[src/rtl/latch_bank_pkg.sv]
// Shared types for the latch-bank write controller: FSM states, default widths, requester id.
// Latency: n/a (types and constants only).
// Backpressure: n/a.
package latch_bank_pkg;

  localparam int DATA_W_DEF = 8;
  localparam int ADDR_W_DEF = 3;

  // One state per cycle: data setup, gate open, data hold.
  typedef enum logic [1:0] {
    IDLE  = 2'd0,
    SETUP = 2'd1,
    OPEN  = 2'd2,
    HOLD  = 2'd3
  } wr_state_t;

  // Identifies requester 0 or 1.
  typedef logic req_id_t;

  // Pointer starts at requester 1 so requester 0 wins the first tie.
  localparam req_id_t RR_PTR_RST = 1'b1;

endpackage

[src/rtl/latch_bank_wr_ctrl_rr_arb2.sv]
// Two-way round-robin arbiter; the winner of a tie is the requester not granted last.
// Latency: grant is combinational in the cycle the requests are seen; pointer moves on the grant edge.
// Backpressure: grants only while en is high; an ungranted requester keeps its request up.
// Ports: clk/rst, req0/req1 requests, en arbitration window, gnt0/gnt1 one-hot grant, gnt_id winner.
module rr_arb2
  import latch_bank_pkg::*;
(
  input  logic    clk,
  input  logic    rst,
  input  logic    req0,
  input  logic    req1,
  input  logic    en,
  output logic    gnt0,
  output logic    gnt1,
  output req_id_t gnt_id
);

  req_id_t last_q;
  logic    any_req;

  assign any_req = req0 | req1;

  always_comb begin
    gnt_id = 1'b0;
    gnt0   = 1'b0;
    gnt1   = 1'b0;
    if (en && any_req) begin
      // Lone requester wins outright; on a tie the one not served last wins.
      if (req0 && req1) gnt_id = ~last_q;
      else              gnt_id = req1;
      gnt0 = (gnt_id == 1'b0);
      gnt1 = (gnt_id == 1'b1);
    end
  end

  always_ff @(posedge clk or posedge rst) begin
    if (rst)              last_q <= RR_PTR_RST;
    else if (gnt0 | gnt1) last_q <= gnt_id;
  end

endmodule

[src/rtl/latch_bank_wr_ctrl.sv]
// Write sequencer for a latch bank: SETUP (data on bus), OPEN (one gate high), HOLD (gate closed).
// Latency: accept at t, WDATA valid t+1, LE pulse at t+2, next accept no earlier than t+4.
// Backpressure: READY only in IDLE; requesters hold VALID while BUSY, nothing is queued inside.
// Ports: CLK/RST; REQx_VALID/ADDR/DATA in, REQx_READY out; WDATA to latch D pins,
//        LE one-hot registered gate enables, BUSY while a sequence runs, GNT_ID current owner.
module latch_bank_wr_ctrl
  import latch_bank_pkg::*;
#(
  parameter int DATA_W = DATA_W_DEF,
  parameter int ADDR_W = ADDR_W_DEF
) (
  input  logic                 CLK,
  input  logic                 RST,
  input  logic                 REQ0_VALID,
  input  logic                 REQ1_VALID,
  input  logic [ADDR_W-1:0]    REQ0_ADDR,
  input  logic [ADDR_W-1:0]    REQ1_ADDR,
  input  logic [DATA_W-1:0]    REQ0_DATA,
  input  logic [DATA_W-1:0]    REQ1_DATA,
  output logic                 REQ0_READY,
  output logic                 REQ1_READY,
  output logic [DATA_W-1:0]    WDATA,
  output logic [2**ADDR_W-1:0] LE,
  output logic                 BUSY,
  output logic                 GNT_ID
);

  localparam int N_ENT = 2**ADDR_W;

  wr_state_t         state_q;
  wr_state_t         state_d;
  logic              arb_en;
  logic              gnt0;
  logic              gnt1;
  logic              accept;
  req_id_t           win_id;
  req_id_t           id_q;
  logic [ADDR_W-1:0] addr_q;
  logic [DATA_W-1:0] data_q;
  logic [N_ENT-1:0]  le_q;
  logic [N_ENT-1:0]  le_d;

  assign arb_en = (state_q == IDLE);

  rr_arb2 u_arb (
    .clk    (CLK),
    .rst    (RST),
    .req0   (REQ0_VALID),
    .req1   (REQ1_VALID),
    .en     (arb_en),
    .gnt0   (gnt0),
    .gnt1   (gnt1),
    .gnt_id (win_id)
  );

  // State register
  always_ff @(posedge CLK or posedge RST) begin
    if (RST) state_q <= IDLE;
    else     state_q <= state_d;
  end

  // Next-state logic
  always_comb begin
    state_d = state_q;
    case (state_q)
      IDLE:    if (accept) state_d = SETUP;
      SETUP:   state_d = OPEN;
      OPEN:    state_d = HOLD;
      HOLD:    state_d = IDLE;
      default: state_d = IDLE;
    endcase
  end

  // Output logic
  always_comb begin
    REQ0_READY = gnt0;
    REQ1_READY = gnt1;
    accept     = gnt0 | gnt1;
    BUSY       = (state_q != IDLE);
    // Decode for the gate flop: only the cycle spent in OPEN sees a bit set.
    le_d = '0;
    if (state_d == OPEN) le_d[addr_q] = 1'b1;
  end

  // Captured request; data_q doubles as the WDATA driver, so the bus only
  // moves on the IDLE->SETUP edge and otherwise shows the last written word.
  always_ff @(posedge CLK or posedge RST) begin
    if (RST) begin
      addr_q <= '0;
      data_q <= '0;
      id_q   <= 1'b0;
    end else if (accept) begin
      id_q <= win_id;
      if (win_id) begin
        addr_q <= REQ1_ADDR;
        data_q <= REQ1_DATA;
      end else begin
        addr_q <= REQ0_ADDR;
        data_q <= REQ0_DATA;
      end
    end
  end

  // Gate enables come straight from a flop so the latch clock pins never
  // see decode glitches; async reset closes an open gate immediately.
  always_ff @(posedge CLK or posedge RST) begin
    if (RST) le_q <= '0;
    else     le_q <= le_d;
  end

  assign LE     = le_q;
  assign WDATA  = data_q;
  assign GNT_ID = id_q;

endmodule

[config.mk]
export PLATFORM = sky130hd
export DESIGN_NAME = latch_bank_wr_ctrl
export DESIGN_NICKNAME = d
export VERILOG_FILES = /design/src/rtl/latch_bank_pkg.sv /design/src/rtl/latch_bank_wr_ctrl_rr_arb2.sv /design/src/rtl/latch_bank_wr_ctrl.sv
export SDC_FILE = /design/constraint.sdc
export NUM_CORES = 1
export LEC_CHECK = 0
export CORE_MARGIN = 4
export CORE_UTILIZATION = 36
export CTS_CLUSTER_SIZE = 20
export DETAILED_ROUTE_END_ITERATION = 6
export MAX_ROUTING_LAYER = met4
export PLACE_DENSITY = 0.7
export SYNTH_ARGS = -nofsm -noshare
export SYNTH_HDL_FRONTEND = slang
export SYNTH_SLANG_ARGS = --single-unit
[constraint.sdc]
create_clock -name CLK -period 1.92 [get_ports CLK]
set_input_delay 0.288 -clock CLK [delete_from_list [all_inputs] [get_ports CLK]]
set_output_delay 0.288 -clock CLK [all_outputs]
set_load 0.05 [all_outputs]
# Word-level counts from Yosys, hierarchy flattened
# Cells that the tools add are included.
[totals]
wordCells = 32
in_bits = 26
reg_bits = 23
ram_bits = 0
latchBits = 0
output_inout_bits = 20
memories = 0
mem_bits_ro = 0
[classes]
order_cmp = 2
multipliers = 0
n_shift = 0
reduce_logical = 5
addsub = 0
n_div = 0
n_bitwise = 4
eq_ne = 4
n_mux = 11
[op_table]
columns = ["op", "n"]
rows = [
  ["2-to-1 mux 8 bit", 2],
  ["one-hot mux 2 bit (4 select lines)", 1],
  ["equality test 2 bit, second input constant", 3],
  ["2-to-1 mux 1 bit", 5],
  ["< comparator 3 x 4 -> 1 bit, second input constant", 1],
  ["demux 1 bit (select 3 bit)", 1],
  ["greater-or-equal comparator 3 x 1 -> 1 bit, second input constant", 1],
  ["logical AND 1 bit", 3],
  ["2-to-1 mux 3 bit", 1],
  ["equality test 2 x 1 -> 1 bit, second input constant", 1],
  ["zero test 2 bit", 1],
  ["2-to-1 mux 2 bit", 1],
  ["inverter 1 bit", 2],
  ["bitwise OR 1 bit", 2],
  ["nonzero test 2 bit", 1],
]

# Logic depth before layout (Yosys ltp)
[depth]
ltp_word = 10
mapped_depth = 6
depth_no_buf = 5

# Cells and area by module
# Synthesis repeated with hierarchy kept, for this count alone.
[hier_totals]
cells_unflattened = 94
hier_area_um2 = 1026.0
[by_module_without_submodules]
columns = ["module", "seq_area_each_um2", "cells_each", "n_inst", "area_per_inst_um2"]
rows = [
  ["latch_bank_wr_ctrl", 550.5, 84, 1, 952.2],
  ["rr_arb2", 26.3, 10, 1, 73.8],
]

# Worst setup path before layout
# OpenSTA, ideal clock, no wires.
[synth_path]
path_kind = "register to register"
start = "register state_q[0]"
end = "register addr_q[0]"
arrival_ns = 1.764
period_less_slack_ns = 1.833
setup_slack_ns = 0.087
path_stages_with_launch = 6
n_path_buf = 0
cell_sequence = "dfrtp_1 -> inv_1 -> ha_1 -> nand2_1 -> nor2_1 -> a221o_1"
[synth_between]
elab_chain_len = 4
[synth_lines]
columns = ["item", "line_no", "source"]
rows = [
  ["from (decl)", "latch_bank_wr_ctrl.sv:30", "wr_state_t state_q;"],
  ["from (signal assigned)", "latch_bank_wr_ctrl.sv:59", "else state_q <= state_d;"],
  ["zero test 2 bit", "latch_bank_wr_ctrl.sv:43", "assign arb_en = (state_q == IDLE);"],
  ["logical AND 1 bit", "latch_bank_wr_ctrl_rr_arb2.sv:27", "if (en && any_req) begin"],
  ["2-to-1 mux 1 bit", "latch_bank_wr_ctrl_rr_arb2.sv:27", ""],
  ["via REQ0_READY", "latch_bank_wr_ctrl.sv:20", "output logic REQ0_READY,"],
  ["bitwise OR 1 bit", "latch_bank_wr_ctrl.sv:78", "accept = gnt0 | gnt1;"],
  ["to (signal assigned)", "latch_bank_wr_ctrl.sv:89", "addr_q <= '0;"],
  ["to (signal assigned)", "latch_bank_wr_ctrl.sv:95", "addr_q <= REQ1_ADDR;"],
  ["to (signal assigned)", "latch_bank_wr_ctrl.sv:98", "addr_q <= REQ0_ADDR;"],
  ["to (decl)", "latch_bank_wr_ctrl.sv:38", "logic [ADDR_W-1:0] addr_q;"],
]
# The timed path passes the listed nets, and every way through them passes these cells.
# A chain may end at the register's enable or synchronous reset.

# Worst setup path after layout
[layout_path]
start = "register state_q[0]"
end = "output REQ0_READY"
[layout_between]
elab_chain_len = 3
[layout_lines]
columns = ["item", "line_no"]
rows = [
  ["zero test 2 bit", "latch_bank_wr_ctrl.sv:43"],
  ["logical AND 1 bit", "latch_bank_wr_ctrl_rr_arb2.sv:27"],
  ["2-to-1 mux 1 bit", "latch_bank_wr_ctrl_rr_arb2.sv:27"],
  ["to (decl)", "latch_bank_wr_ctrl.sv:20"],
]
# Every way passes these cells.

==> reports/qor.yml <==
worstPathRequired_ns: 1.63
ios: 46
path_class: "flop to primary output"
finalCritPeriodShare_pct: 94.7
fillers: 255
core_region_area_mm2: 0.00281
cts_buffer_depth: 2
slew_violations: 0
dp_cells: 170
clk_pin_slew_ns: 0.13
post-cts-setup-buffers: 0
num_antenna_cells: 0
post-place-ws_ns: 0.214
hold_violations: 0
dp_hpwl_um: 2100
synth-seq-cells: 23
dr.pass1.iters: 4
p_sw_share_pct: 46.0
arrival_ns: 1.53
fin_setup_tns_ns: 0
skew_ns: 0.00638
core.rowCount: 19
internal-power_mw: 1.41
grt_pass1_wl_um: 4550
die_y_um: 62.7
final_cell_mix: "clkdlybuf4s50_1 (42), dfrtp_1 (22), o2bb2ai_1 (10), o21bai_1 (10), a22o_1 (10)"
power_switching_mw: 1.20
slowest_delay_ns: 0.43
drv_cap: 0
cts_hold_buf: 0
powerDensity_mw_per_mm2: 1590
clock_sinks: 23
antenna_found_initial: 0
dr.first_iter.drc_count: 8
vias: 910
drt-vias-per-instance: 5.23
syn_nets: 123
synth_top_area_share_pct: 51.1
synth_compound_area_share_pct: 27.5
p_leak_nw: 0.702
fp.dieW_um: 62.7
worst-path-max-fanout: 7
syn_to_final_growth_pct: 52.6
ir_drop_mv: 0.997
drc: 0
synth_top_family_by_area: "compound AO/OA/AOI/OAI gates"
finalSetupViolCount: 0
p_total_mw: 2.61
cts_buffers: 3
clock-root-buffer: "clkbuf_4"
yosysTopAreaCell: "dfrtp_1"
min_path_type: "input port to asynchronous set/reset pin"
muxShareOfSynthArea_pct: 0
stdcell_count: 174
cp_top_family: "flip-flops"
synth_area_leaders: "dfrtp_1 (51%), a22o_1 (8.1%), o2bb2ai_1 (8.1%), o21bai_1 (7.0%), ha_1 (3.5%)"
ys_seq_area_share_pct: 53.5
cts_tree: "yes"
grt_max_degree: 16
critPathBufInv: 2
syn_inst: 94
syn_area_mm2: 0.00108
min_period_ns: 1.82
die_area_mm2: 0.00393
final_common_cell: "clkdlybuf4s50_1"
crit_chain: "inv_1 -> ha_4 -> nand2_1 -> nor2_2 -> buf_12"
ant_nets: 0
clock.fmax_mhz: 550
ys_warn_count: 0
start_util_pct: 38.4
routabilityCongestion: 0.770
fin_ws_ns: 0.101
slew_headroom_pct: 66.0
utilization_pct: 58.6
synth_area_per_cell_um2: 11.5
overflow: 0
cp_slowest_cell: "dfrtp_1"
clock_latency_ns: 0.31
rsz0062_at_grt: "no"
htreeDepth: 1
drt-total-wl_um: 2730
post_drt_wl_per_cell_um: 15.7
p_seq_share_pct: 30.3
end_kind: "primary output"
status: "finished clean"
start_kind: "flop"
synth-simple-area-share_pct: 9.99
worstMarginPinSlew_ns: 0.508
synth_fa_ha_area_share_pct: 3.48
clkPwrFrac_pct: 8.5
synth-xor-area-share_pct: 0
layout-drive-gt1-share_pct: 12.6
yosysUniqueCellTypes: 24
portBuffers: 45
grt_usage_pct: 15.1
grt_pass1_vias: 977
layout.nets: 173
p_comb_share_pct: 61.2
==> area by class of cell <==
cell class                      instances  area, um2  share of cell area [%]
Clock buffer                            4       26.3                    1.60
Timing Repair Buffer                   51        526                    32.0
Inverter                                4       15.0                   0.913
Multi-Input combinational cell         61        462                    28.1
Tap cell                               31       38.8                    2.36
Sequential cell                        23        577                    35.1
==> flip-flops by register name, summed over array words and instances (netlist names) <==
name / count
LE: 8
state_q: 2
GNT_ID: 1
addr_q: 3
u_arb.last_q: 1
WDATA: 8
==> cells in the mapped netlist (all sizes together) <==
library cell,instances
a21o,2
a21oi,1
a221o,1
a22o,10
and2,2
and2b,1
buf,6
dfrtp,22
dfstp,1
ha,3
inv,4
nand2,4
nand2b,3
nor2,9
nor3,3
o21a,1
o21ai,1
o21bai,10
o2bb2ai,10
==> logic make-up (layout without fill, tap and decap cells) <==
| group | Yosys count | in the layout |
|---|---|---|
| DFF | 23 | 23 |
| buffers and inverters | 10 | 59 |
| and+or+nand+nor | 22 | 22 |
| adders and majority gates | 3 | 3 |
| AOI/OAI and AO/OA | 36 | 36 |
==> path summary, 6_finish.rpt <==
check	start	end	slack, ns	cells past startpoint
max in group asynchronous	RST	u_arb.last_q	1.11	3
max	state_q[0]	REQ0_READY	0.10	5
min	RST	WDATA[5]	0.22	2
min in group CLK	WDATA[5]	WDATA[5]	0.53	1
max reg2reg	state_q[0]	addr_q[0]	0.39	6
min reg2reg	WDATA[5]	WDATA[5]	0.53	1
==> power by group through the flow <==
stage,clock (mW),combinational (mW),sequential [mW]
6_report,0.222,1.60,0.792
3_5_place_dp,0,1.55,0.803
5_1_grt,0.252,1.70,0.818
3_3_place_gp,0,1.53,0.799
2_1_floorplan,0,0.636,1.18
4_1_cts,0.230,1.56,0.793
==> routing by layer <==
metal	vias up	track usage (%)	share of wire, %
met5	-	-	0
met4	0	6.06	0.88
met3	2	3.42	3.7
met2	28	25.4	53
met1	446	17.3	43
li1	434	-	-
==> per-stage QoR <==
step / area [um2] / hold WS, ns
2_1_floorplan: 1080 / 0.289
3_3_place_gp: 1600 / 0.494
3_5_place_dp: 1600 / 0.495
4_1_cts: 1630 / 0.232
5_1_grt: 1640 / 0.231
6_report: 1640 / 0.219
==> repair_timing <==
| item | in CTS | in global routing |
|---|---|---|
| cloned | 0 | 0 |
| gates resized for setup | 1 | 3 |
| setup endpoints to repair | 2 | 2 |
No activity file was read; power rests on OpenSTA's default activity.
